===== config.mk =====
export PLATFORM = sky130hd
export DESIGN_NAME = led_matrix_scanner
export DESIGN_NICKNAME = d
export VERILOG_FILES = /design/src/rtl/led_matrix_scanner.sv
export SDC_FILE = /design/constraint.sdc
export NUM_CORES = 1
export LEC_CHECK = 0
export BUFFER_PORTS_ARGS = -buffer_cell sky130_fd_sc_hd__buf_2
export CAP_MARGIN = 10
export CORE_UTILIZATION = 36
export CTS_BUF_LIST = sky130_fd_sc_hd__clkbuf_4
export CTS_CLUSTER_DIAMETER = 80
export DETAILED_ROUTE_END_ITERATION = 6
export PLACE_DENSITY = 0.6
export SLEW_MARGIN = 25
export SYNTH_ARGS = -nofsm -noshare
export SYNTH_HDL_FRONTEND = slang
export SYNTH_SLANG_ARGS = --single-unit

===== constraint.sdc =====
create_clock -name _50MHz_frequency -period 3.15 [get_ports _50MHz_frequency]
set_clock_uncertainty 0.05 [all_clocks]
set_input_delay 0.315 -clock _50MHz_frequency [delete_from_list [all_inputs] [get_ports _50MHz_frequency]]
set_output_delay 0.315 -clock _50MHz_frequency [all_outputs]
set_load 0.03 [all_outputs]

===== src/rtl/led_matrix_scanner.sv =====
// led_matrix_scanner: time-multiplexed driver for a 5x7 LED matrix.
// Each column slot is a dark blanking gap followed by a lit interval.
// The image is latched once per frame, so mid-scan input changes never tear.
// Outputs are decoded purely from registered state.
//
// Handshake: none. The scanner is free-running while enable is high.
// rows_values is sampled only on the edge that latches a frame, which is the
// same edge that raises frame_start for the following cycle.
`timescale 1ns/1ps
module led_matrix_scanner #(
  parameter int DWELL_CYCLES      = 50000,
  parameter int BLANK_CYCLES      = 500,
  parameter bit COLUMN_ACTIVE_LOW = 1'b1,
  parameter bit ROW_ACTIVE_LOW    = 1'b0
) (
  input  logic        _50MHz_frequency,
  input  logic        reset,
  input  logic        enable,
  input  logic [34:0] rows_values,
  output logic [4:0]  columns,
  output logic [6:0]  rows,
  output logic        frame_start,
  output logic [1:0]  dbg_state
);

  typedef enum logic [1:0] {
    IDLE  = 2'd0,
    BLANK = 2'd1,
    SHOW  = 2'd2
  } state_e;

  localparam int CNT_W = (DWELL_CYCLES > 2) ? $clog2(DWELL_CYCLES) : 1;
  localparam logic [CNT_W-1:0] BLANK_LAST = CNT_W'(BLANK_CYCLES - 1);
  localparam logic [CNT_W-1:0] DWELL_LAST = CNT_W'(DWELL_CYCLES - 1);
  localparam logic [CNT_W-1:0] CNT_ONE    = CNT_W'(1);

  // Inactive levels for the column and row lines.
  localparam logic [4:0] COL_IDLE = {5{COLUMN_ACTIVE_LOW}};
  localparam logic [6:0] ROW_IDLE = {7{ROW_ACTIVE_LOW}};

  state_e            state_q, state_d;
  logic [2:0]        col_q, col_d;
  logic [CNT_W-1:0]  cnt_q, cnt_d;
  logic [34:0]       frame_q, frame_d;
  logic              frame_start_q, frame_start_d;
  logic [6:0]        row_sel;
  logic [4:0]        col_onehot;

  // State register with asynchronous reset.
  always_ff @(posedge _50MHz_frequency or posedge reset) begin
    if (reset) begin
      state_q       <= IDLE;
      col_q         <= 3'd0;
      cnt_q         <= '0;
      frame_q       <= 35'd0;
      frame_start_q <= 1'b0;
    end else begin
      state_q       <= state_d;
      col_q         <= col_d;
      cnt_q         <= cnt_d;
      frame_q       <= frame_d;
      frame_start_q <= frame_start_d;
    end
  end

  // Next-state logic; a low enable wins in every state.
  always_comb begin
    state_d       = state_q;
    col_d         = col_q;
    cnt_d         = cnt_q;
    frame_d       = frame_q;
    frame_start_d = 1'b0;
    if (!enable) begin
      // Frame contents are kept; a re-enable latches a fresh image anyway.
      state_d = IDLE;
      cnt_d   = '0;
      col_d   = 3'd0;
    end else begin
      case (state_q)
        IDLE: begin
          state_d       = BLANK;
          col_d         = 3'd0;
          cnt_d         = '0;
          frame_d       = rows_values;
          frame_start_d = 1'b1;
        end
        BLANK: begin
          // cnt keeps running into SHOW so one counter spans the whole slot.
          cnt_d = cnt_q + CNT_ONE;
          if (cnt_q == BLANK_LAST) begin
            state_d = SHOW;
          end
        end
        SHOW: begin
          if (cnt_q == DWELL_LAST) begin
            cnt_d   = '0;
            state_d = BLANK;
            if (col_q == 3'd4) begin
              col_d         = 3'd0;
              frame_d       = rows_values;
              frame_start_d = 1'b1;
            end else begin
              col_d = col_q + 3'd1;
            end
          end else begin
            cnt_d = cnt_q + CNT_ONE;
          end
        end
        default: begin
          state_d = IDLE;
          cnt_d   = '0;
          col_d   = 3'd0;
        end
      endcase
    end
  end

  // Select the 7 row bits of the current column from the latched frame.
  always_comb begin
    row_sel = 7'h00;
    case (col_q)
      3'd0:    row_sel = frame_q[6:0];
      3'd1:    row_sel = frame_q[13:7];
      3'd2:    row_sel = frame_q[20:14];
      3'd3:    row_sel = frame_q[27:21];
      3'd4:    row_sel = frame_q[34:28];
      default: row_sel = 7'h00;
    endcase
  end

  // Drive lines from registered state only; everything dark outside SHOW.
  always_comb begin
    col_onehot = 5'd1 << col_q;
    columns    = COL_IDLE;
    rows       = ROW_IDLE;
    if (state_q == SHOW) begin
      columns = COL_IDLE ^ col_onehot;
      rows    = row_sel ^ ROW_IDLE;
    end
  end

  assign frame_start = frame_start_q;
  assign dbg_state   = state_q;

endmodule


==> impl_results.md <==
- Fin cells: 407
- Drc violations: 0
- Core Box Area: ~7700 µm²
- Routed wire per std cell: about 14 µm
- Layout area overhead: 18.4%
- Measured slew at the worst slew-check pin: between 500 and 600 ps
- Hold WC Path Type: in2reg
- GR Util All Layers: around 15%
- Crit path max fanout: 7
- Hold Vio Cnt, Final: 0
- Seq/Total Area, Yosys: between 40% and 50%
- Setup TNS: 0 ps
- Final setup viols: 0
- Fmax achieved: around 0.38 GHz
- Post-CTS sizing: 0
- CTS Buf Count: 9
- Root Driver: clkbuf_4
- Largest net degree at the start of global routing: 38
- CP Capture Type: primary output
- Synth Area per Inst: ~12 µm²
- First-pass GRT wire length: 9.47 mm
- Leak Pwr: 1.55 nW
- IO Pins: 53
- CP arrival: approximately 2300 ps
- DP HPWL: 4.03 mm
- Vias: between 1500 and 2000
- Vias in the first global route: between 1500 and 2000
- Die Wd: 91.2 µm
- Layout Nets: about 350
- Yosys warnings: 0
- Setup crit start kind: register
- DR pass1 iterations: 7
- Peak VDD IR: ~0.35 mV
- Area of the die: about 8300 µm²
- RSZ-0062 raised after global routing: false
- PwrDens: 769 nW/µm²
- Post-CTS Setup Repair Bufs: 0
- Max-cap violation count: 0
- Clk sink count: between 50 and 60
- Dpl cells: 390
- Worst-Skew Late Latency: approximately 390 ps
- CTS tree: yes
- Fin crit share: between 80 and 90%
- DIE HEIGHT: about 90 µm
- Unique masters post-synth: 34
- Status: finished, final reports clean
- Number of diodes: 0
- Worst EP required: roughly 2800 ps
- Max clock buf depth: 2
- Htree depth: 3
- Cts hold-fix bufs: 1
- Post-Syn Area: between 2000 and 3000 µm²
- Gate Count Post-Synth: approximately 240
- Clk pin slew, worst setup/hold paths: 90 ps
- Drt initial violations: 94
- Relative slew slack: between 60% and 70%
- Share of layout cells above drive strength 1: between 30% and 40%
- Gpl congestion: 0.755
- FP Rows: 32
- Max Transition Viols Final: 0
- Tmin final: ~2600 ps
- Yosys reg bits: 57
- Starting Density: 37.1%
- GRT overflow: 0
- Via density: roughly 4.9
- Final wirelength: roughly 5.7 mm
- # port buffers: 52
- Antenna violations before repair: 0
- Net Count, Synth: 289
- Kind of critical path: reg2out
- Post-DRT Antenna Nets: 0
synth_stat cells:
cell type | count | share of area [%]
dfrtp_1 | 57 | 50
nand2_1 | 25 | 3.3
nor2_1 | 21 | 2.8
mux2_4 | 20 | 10
ha_1 | 10 | 4.4
mux2_1 | 10 | 3.9
xor2_1 | 10 | 3.1
a22oi_1 | 8 | 2.1
clkbuf_1 | 8 | 1.0
inv_1 | 8 | 1.0
mux2_2 | 8 | 3.1
nand3_1 | 6 | 1.0
mux2i_1 | 5 | 1.7
nand4_1 | 5 | 1.1
a31oi_1 | 4 | 0.87
nor2b_1 | 4 | 0.87
xnor2_1 | 4 | 1.2
a21oi_1 | 3 | 0.52
a222oi_1 | 3 | 1.0
and4_1 | 3 | 0.92
buf_6 | 3 | 1.2
nor3_1 | 2 | 0.35
nor4_1 | 2 | 0.44
o41ai_1 | 2 | 0.61
and2_0 | 1 | 0.22
buf_2 | 1 | 0.17
nand4b_1 | 1 | 0.31
nor3b_1 | 1 | 0.26
nor3b_4 | 1 | 0.65
o211a_1 | 1 | 0.35
o211ai_1 | 1 | 0.26
o21a_1 | 1 | 0.26
o31a_1 | 1 | 0.31
or4b_1 | 1 | 0.35
logic make-up (layout without fill, tap and decap cells):
| logic type | Yosys count | in the layout | synth area share (%) |
|---|---|---|---|
| AO/OA/AOI/OAI | 24 | 24 | 6.33 |
| XOR/XNOR | 14 | 14 | 4.28 |
| adder cells (fa/ha/maj) | 10 | 10 | 4.36 |
| buffers and inverters | 20 | 84 | 3.45 |
| flip-flops | 57 | 57 | 49.8 |
| multiplexers | 43 | 43 | 19.3 |
| AND/OR/NAND/NOR | 73 | 73 | 12.5 |
cell usage in the layout, fill, tap and decap left out, types with 6 or more instances in the layout:
master,n
dfrtp_1,57
inv_1,7
buf_2,52
mux2_1,10
buf_4,6
a22oi_1,8
mux2_2,8
nand2_1,25
nand3_1,6
xor2_1,10
clkbuf_4,12
nor2_1,21
ha_1,10
mux2_4,20
cell type report:
class	count	area [µm²]
repair buffers	60	335
clock buffers	12	90.1
multi-input cells	164	1340
clock inverters	4	43.8
fillers	740	4330
inverters	8	30.0
well taps	102	128
flip-flops and latches	57	1430
through the flow:
stage / util, % / power, mW / hold WS, ps / cell area, µm² / setup WS [ps]
after floorplan: - / 1.90 / 398 / 2870 / 692
after global placement: 42.1 / 2.09 / 290 / 3250 / 764
after detailed placement: 42.1 / 2.11 / 291 / 3250 / 741
after CTS: 43.9 / 2.64 / 59.5 / 3390 / 503
after global routing: 43.9 / 2.77 / 61.1 / 3390 / 339
final: 43.9 / 2.61 / 81.8 / 3390 / 528
worst max-delay path, stage by stage, from the launching register on:
cell	delay, ps
dfrtp_1	420
inv_1	110
ha_1	300
nor2b_1	410
a22oi_1	130
a31oi_1	260
buf_2	240
metal layers:
layer | track usage, % | up-vias | wire [µm]
met2 | 22.6 | 37 | 2660
met4 | 7.41 | 0 | 59
li1 | - | 971 | -
met5 | 0 | - | 0
met1 | 19.3 | 981 | 2730
met3 | 3.27 | 7 | 203
sequential cells by signal (all words and copies together), names as in the netlist:
signal       cells
frame_q         35
cnt_q           16
col_q            3
dbg_state        2
frame_start      1
report_power, final:
part           internal [mW]  leakage, nW  total (mW)  switching, mW
sequential             0.986        0.713        1.13          0.144
combinational          0.525        0.755       0.957          0.432
clock                  0.264       0.0787       0.525          0.260
worst paths after layout:
path	startpoint	end	slack [ps]	cells after the start
max	col_q[0]	rows[1]	530	6
min	rows_values[10]	frame_q[10]	80	2
max reg2reg	cnt_q[4]	frame_q[22]	710	5
min reg2reg	frame_q[9]	frame_q[9]	440	1
max in group asynchronous	reset	frame_q[4]	1810	4
min in group asynchronous	reset	frame_q[2]	410	3
No activity file was read; power rests on OpenSTA's default activity.
